### src/rtl/draw_tile_blitter.sv
// Tile blitter: fetches one TILE_W x TILE_H tile from a synchronous ROM and
// streams clipped, optionally transparent-skipped pixel writes to the VGA adapter.
//
// state | meaning
// IDLE  | waiting for start
// FETCH | issuing one ROM address per cycle in raster order
// DRAIN | waiting ROM_LAT cycles for the last words to return
// FIN   | one-cycle done pulse; start accepted here as well
module draw_tile_blitter #(
  parameter int TILE_W    = 20,
  parameter int TILE_H    = 20,
  parameter int NUM_TILES = 4,
  parameter int COLOUR_W  = 9,
  parameter int X_W       = 8,
  parameter int Y_W       = 7,
  parameter int GRID_W    = 4,
  parameter int SCREEN_W  = 160,
  parameter int SCREEN_H  = 120,
  parameter int ROM_LAT   = 1,
  parameter int TRANSP_EN = 1,
  parameter logic [COLOUR_W-1:0] TRANSP_COLOUR = 9'h1FF,
  parameter int ADDR_W    = 11,
  localparam int TS_W     = (NUM_TILES > 1) ? $clog2(NUM_TILES) : 1
) (
  input  logic                clk,
  input  logic                resetn,
  input  logic                start,
  input  logic [GRID_W-1:0]   grid_x,
  input  logic [GRID_W-1:0]   grid_y,
  input  logic [TS_W-1:0]     tile_sel,
  output logic [ADDR_W-1:0]   rom_addr,
  input  logic [COLOUR_W-1:0] rom_q,
  output logic [X_W-1:0]      x,
  output logic [Y_W-1:0]      y,
  output logic [COLOUR_W-1:0] colour,
  output logic                plot,
  output logic                busy,
  output logic                done
);

  localparam int PX_W     = (TILE_W > 1) ? $clog2(TILE_W) : 1;
  localparam int PY_W     = (TILE_H > 1) ? $clog2(TILE_H) : 1;
  localparam int TILE_PIX = TILE_W * TILE_H;

  typedef enum logic [1:0] {
    S_IDLE,
    S_FETCH,
    S_DRAIN,
    S_FIN
  } state_t;

  state_t state_q, state_d;

  logic [GRID_W-1:0] gx_q, gy_q;
  logic [TS_W-1:0]   ts_q;
  logic [PX_W-1:0]   px_q;
  logic [PY_W-1:0]   py_q;
  logic [1:0]        drain_q;
  logic              accept;
  logic              last_pix;

  logic              v_pipe  [ROM_LAT];
  logic [PX_W-1:0]   px_pipe [ROM_LAT];
  logic [PY_W-1:0]   py_pipe [ROM_LAT];

  logic [31:0]       x_full, y_full;

  assign last_pix = (px_q == PX_W'(TILE_W - 1)) && (py_q == PY_W'(TILE_H - 1));

  always_comb begin
    state_d = state_q;
    accept  = 1'b0;
    busy    = 1'b0;
    done    = 1'b0;
    case (state_q)
      S_IDLE: begin
        if (start) begin
          accept  = 1'b1;
          state_d = S_FETCH;
        end
      end
      S_FETCH: begin
        busy = 1'b1;
        if (last_pix) state_d = S_DRAIN;
      end
      S_DRAIN: begin
        busy = 1'b1;
        if (drain_q == 2'd0) state_d = S_FIN;
      end
      S_FIN: begin
        done = 1'b1;
        if (start) begin
          accept  = 1'b1;
          state_d = S_FETCH;
        end else begin
          state_d = S_IDLE;
        end
      end
      default: state_d = S_IDLE;
    endcase
  end

  always_ff @(posedge clk) begin
    if (!resetn) begin
      state_q <= S_IDLE;
      gx_q    <= '0;
      gy_q    <= '0;
      ts_q    <= '0;
      px_q    <= '0;
      py_q    <= '0;
      drain_q <= '0;
    end else begin
      state_q <= state_d;
      if (accept) begin
        gx_q <= grid_x;
        gy_q <= grid_y;
        ts_q <= tile_sel;
        px_q <= '0;
        py_q <= '0;
      end else if (state_q == S_FETCH) begin
        if (px_q == PX_W'(TILE_W - 1)) begin
          px_q <= '0;
          py_q <= last_pix ? '0 : py_q + 1'b1;
        end else begin
          px_q <= px_q + 1'b1;
        end
      end
      // Drain down-counter is loaded as the last address leaves FETCH.
      if (state_q == S_FETCH && last_pix) begin
        drain_q <= 2'(ROM_LAT - 1);
      end else if (state_q == S_DRAIN && drain_q != 2'd0) begin
        drain_q <= drain_q - 2'd1;
      end
    end
  end

  assign rom_addr = ADDR_W'(32'(ts_q) * TILE_PIX + 32'(py_q) * TILE_W + 32'(px_q));

  // Pixel coordinates ride alongside the ROM so they line up with rom_q.
  always_ff @(posedge clk) begin
    if (!resetn) begin
      for (int i = 0; i < ROM_LAT; i++) begin
        v_pipe[i]  <= 1'b0;
        px_pipe[i] <= '0;
        py_pipe[i] <= '0;
      end
    end else begin
      v_pipe[0]  <= (state_q == S_FETCH);
      px_pipe[0] <= px_q;
      py_pipe[0] <= py_q;
      for (int i = 1; i < ROM_LAT; i++) begin
        v_pipe[i]  <= v_pipe[i-1];
        px_pipe[i] <= px_pipe[i-1];
        py_pipe[i] <= py_pipe[i-1];
      end
    end
  end

  assign x_full = 32'(gx_q) * TILE_W + 32'(px_pipe[ROM_LAT-1]);
  assign y_full = 32'(gy_q) * TILE_H + 32'(py_pipe[ROM_LAT-1]);
  assign x      = X_W'(x_full);
  assign y      = Y_W'(y_full);
  assign colour = rom_q;

  assign plot = v_pipe[ROM_LAT-1]
              && ((TRANSP_EN == 0) || (rom_q != TRANSP_COLOUR))
              && (x_full < 32'(SCREEN_W))
              && (y_full < 32'(SCREEN_H));

endmodule
### config.mk
export PLATFORM = sky130hd
export DESIGN_NAME = draw_tile_blitter
export DESIGN_NICKNAME = d
export VERILOG_FILES = /design/src/rtl/draw_tile_blitter.sv
export SDC_FILE = /design/constraint.sdc
export NUM_CORES = 1
export LEC_CHECK = 0
export ABC_AREA = 1
export BUFFER_PORTS_ARGS = -buffer_cell sky130_fd_sc_hd__buf_4
export CAP_MARGIN = 20
export CORE_MARGIN = 3
export CORE_UTILIZATION = 55
export CTS_CLUSTER_SIZE = 25
export DETAILED_ROUTE_END_ITERATION = 10
export GPL_TIMING_DRIVEN = 0
export PLACE_DENSITY = 0.83
export SYNTH_ARGS = -nofsm -noshare
export SYNTH_HDL_FRONTEND = slang
export SYNTH_SLANG_ARGS = --single-unit
### constraint.sdc
create_clock -name clk -period 3.7 [get_ports clk]
set_input_delay 0.185 -clock clk [delete_from_list [all_inputs] [get_ports clk]]
set_output_delay 0.185 -clock clk [all_outputs]
set_load 0.005 [all_outputs]
# == Word-level counts from Yosys, hierarchy flattened ==
# Memory sizes are Yosys's and may differ from the RTL's.
# Index checks and enable logic that the tools add are counted.
# word_totals
word_cells,70
ff_bits,24
mem_count,3
ram_bits,11
# mem_list
name,words,word_bits,rd,rd_ports_with_merged_regs,write_ports,line_no,source
px_pipe,1,5,1,0,1,63,logic [PX_W-1:0] px_pipe [ROM_LAT];
py_pipe,1,5,1,0,1,64,logic [PY_W-1:0] py_pipe [ROM_LAT];
v_pipe,1,1,1,0,1,62,logic v_pipe [ROM_LAT];
# op_classes
n_bitwise,1
magnitude_cmp,2
muxes,19
reduce_logical,18
addsub,7
eq_ne,9
n_mul,4
# ops
op,n
$add A9 B5 Y10,2
$mux W5,4
$mul A4 B3 Y7 const B,2
$add A11 B10 Y11,1
$add A11 B5 Y11,1
$mux W1,11
$add A5 B1 Y5 const B,2
$eq A5 B5 Y1 const B,2
$lt A10 B7 Y1 const B,1
$lt A10 B8 Y1 const B,1
$reduce_or A5 Y1,2
$ne A9 B9 Y1 const B,1
$mul A5 B3 Y8 const B,1
$pmux W2 S4,1
$reduce_or A2 Y1,4
$mul A2 B5 Y7 const B,1
$logic_and A1 B1 Y1,6
$mux W2,3
$ne A2 B2 Y1 const B,3
$eq A2 B2 Y1 const B,2
$logic_not A2 Y1,2
$reduce_and A3 Y1,1
$eq A2 B1 Y1 const B,1
$reduce_and A2 Y1,1
4 further kinds,4

# == Logic depth before layout (Yosys ltp) ==
# depth
depth_word,5
ltp_mapped,13
ltp_nobuf,13

# == Worst setup path before layout ==
# OpenSTA, ideal clock, no wires.
# synth_path
path_type,register to output
start,register py_q[3]
end,output rom_addr[10]
path_buffers,0
arrival_time_ns,2.504
path_slack_ns,1.011
path_stages_with_launch,13
cell_sequence,dfxtp_1 -> ha_1 -> ha_1 -> inv_1 -> fa_1 -> o22ai_1 -> ha_1 -> ha_1 -> nand2_1 -> or3_1 -> nand2_1 -> nand2_1 -> nand2_1
# synth_between
elab_chain_len,3
# synth_lines
item,line_no,source
start: declaration,57,logic [PY_W-1:0] py_q;
start signal: assignment,123,py_q <= last_pix ? '0 : py_q + 1'b1;
$mul A5 B3 Y8,137,assign rom_addr = ADDR_W'(32'(ts_q) * TILE_PIX + 32'(py_q) * TILE_W + 32'(px_q));
$add A11 B10 Y11,137,
$add A11 B5 Y11,137,
end: declaration,31,"output logic [ADDR_W-1:0] rom_addr,"
# Every way passes these cells.

# == Final worst setup path ==
# layout_path
start,register py_q[1]
end,output rom_addr[10]
# Same word-level chain as after synthesis.

==> key figures <==
Clock tree
  – Longest Clk Path Bufs: 2
  – Hold_buf cts: 0
  – Postcts setup bufs: 0
  – Total CTS buffers: 5
  – CTS tree: yes
  – Post-CTS resize count: 0
  – Root Driver: clkbuf_8
  – Worst-skew pair later-pin latency: 0.28 ns
  – Clock Sinks: 35
  – H-tree level count: 2
  – Clock transition at path regs: 0.07 ns

Logic synthesis
  – Post-Syn Area: 2810 µm²
  – EDFF count, synth: 0
  – Flops & latches, synth: 35
  – Post-synth net total: 460
  – Synth area leaders: dfxtp_1, ha_1, nand2_1
  – Ys Warns: 0
  – Synth async-reset ratio: 0%
  – Most frequent cells after synthesis: nand2_1, inv_1, ha_1, dfxtp_1, nor2_1
  – Top FF cell, synth: dfxtp_1
  – Synthesized instance count: 389
  – Share of the synthesized area in the top cell type: 25.0%
  – Count leader, synth: nand2_1
  – Unique cell type count in the Yosys netlist: 33
  – Sequential fraction of the synthesis area: 25.0%
  – Synth area leader: dfxtp_1
  – Post-Syn Area per Cell: 7.22 µm²

Floorplanning
  – I/O pin count: 60
  – Initial Utilization: 58.3%
  – Die Span Y: 77.5 µm
  – Row cnt: 25
  – Core Region: 4820 µm²
  – DIE AREA: 6000 µm²
  – Die Width: 77.5 µm

Routing
  – Pre-antenna DRT Iters: 4
  – Iter 0 DRT Violations: 136
  – Vias per std cell: 4.91
  – DRC: 0
  – Via count: 2,568
  – Routed Antenna Nets: 0
  – Drt wl/cell: 10.9 µm
  – Drt total wl: 5.72 mm

Global route
  – GR Overflow Total: 0
  – Antenna violations before repair: 0
  – Pin count of the biggest net entering global routing: 12
  – First-pass GRT wire length: 10.5 mm
  – GRT Util Overall: 20.9%
  – Vias in the first global route: 2,547

Cells and area
  – Final nets: 526
  – Ant diodes: 0
  – Layout cells sized above 1: 20.2%
  – Synth-to-layout area growth: 21.7%

STA
  – Minimum clock period: 3.31 ns
  – Slew Limit Fails: 0
  – Setup Viol. Count Final: 0
  – Setup TNS Final: 0 ns
  – Max frequency: 302 MHz
  – Period utilization: 89.4%
  – Final hold violation count: 0
  – Worst slew margin: 70.1%
  – Max Clock Skew: 0.00595 ns
  – Slew @ Worst Pin: 0.448 ns
  – RSZ-0062 raised after global routing: false

Place
  – Detailed Place HPWL: 4.81 mm
  – Final RePlAce weighted congestion: 0.792
  – Buffers added on ports: 59

Setup path
  – Buf/Inv on CP: 2
  – Slowest CP cell: fa_1
  – Worst EP required: 3.51 ns
  – Reg-to-reg startpoint: state_q[0]
  – Critical Path AT: 3.12 ns
  – Startpoint class of the critical path: register
  – Crit-path max FO: 6
  – Critical-path cell list: ha_1, ha_1, inv_1, fa_1, o22ai_1, ha_1, ha_1, nand2_1, or3_1, nand2_1, nand2_1, nand2_1, buf_4
  – Critical path endpoint category: output pin
  – Crit Path Category: reg -> out
  – CP top delay family: adder cells
  – Critical Path Start: py_q[1]
  – Biggest cell delay along the critical path: 0.41 ns

Power
  – Power consumption: 1510 µW
  – Pwr/cell area: 441 nW/µm²
  – Leak: 0.00195 µW
  – Maximum VDD drop: 0.000432 V

Outcome
  – Status: finished, final reports clean

Job
  – Max Cap Viol: 0

Hold path
  – Hold crit path type: in -> reg
  – Hold path startpoint: tile_sel[1]
## logic make-up after synthesis
group / Yosys count / share of synthesized area [%]
AO/OA/AOI/OAI: 28 / 5.17
XOR/XNOR: 16 / 4.99
adder cells (fa/ha/maj): 49 / 23.7
buffers and inverters: 84 / 13.6
flip-flops: 35 / 25.0
AND/OR/NAND/NOR: 177 / 27.5
## power breakdown
| group | internal [µW] | switching, µW |
|---|---|---|
| logic | 362 | 392 |
| registers | 430 | 60.3 |
| clock network | 129 | 135 |
## registers in the layout, indices dropped and copies added (netlist names)
| signal | cells |
|---|---|
| px_pipe | 5 |
| py_q | 5 |
| ts_q | 2 |
| gy_q | 4 |
| py_pipe | 5 |
| drain_q | 2 |
| v_pipe | 1 |
| px_q | 5 |
| gx_q | 4 |
| state_q | 2 |
## final timing paths
path	end	slack, ns	depth (start not counted)
hold reg to reg	drain_q[1]	0.46	2
setup reg to reg	gy_q[0]	1.93	7
hold / removal	ts_q[1]	0.12	3
setup / recovery	rom_addr[10]	0.39	13
## worst min-delay path, cell delays in order
cell	delay [ns]
buf_4	0.08
nor2_1	0.03
nor2_1	0.08
## routing by layer
layer | track usage [%] | wire length, µm | vias up
li1 | - | - | 1336
met2 | 38.2 | 2910 | 56
met4 | 5.87 | 82 | 0
met1 | 25.1 | 2470 | 1168
met3 | 3.71 | 248 | 8
met5 | 0 | 0 | -
## area by class of cell
cell class,instances,area (µm²)
inverters,65,246
plain buffers,19,136
clock buffers,5,68.8
flip-flops and latches,35,701
repair buffers,59,443
well taps,67,83.8
fillers,432,1400
multi-input cells,270,1720
clock inverters,3,15.0
## through the flow
stage	hold WS, ns	utilization [%]	instance area, µm²	cells	setup WS (ns)
global route	0.123	71.0	3420	523	0.219
detailed placement	0.417	69.2	3330	515	0.714
floorplan	0.320	-	2810	389	1.01
CTS	0.121	71.0	3420	523	0.381
global placement	0.412	69.2	3330	515	0.724
finish	0.123	71.0	3420	523	0.392
## cells in the final DEF (no fill, tap or decap), types with 3 or more instances in the layout
| master | n |
|---|---|
| o21ai_0 | 14 |
| nand3_1 | 27 |
| a21oi_1 | 10 |
| fa_1 | 7 |
| buf_4 | 74 |
| xnor2_1 | 6 |
| inv_1 | 63 |
| ha_1 | 42 |
| clkinv_2 | 3 |
| dfxtp_1 | 35 |
| nor2_1 | 33 |
| nand4_1 | 4 |
| xor2_1 | 10 |
| nand2_1 | 96 |
| nor3_1 | 3 |
| clkbuf_8 | 5 |
| nand3b_1 | 5 |
(Power assumes the default switching activity.)
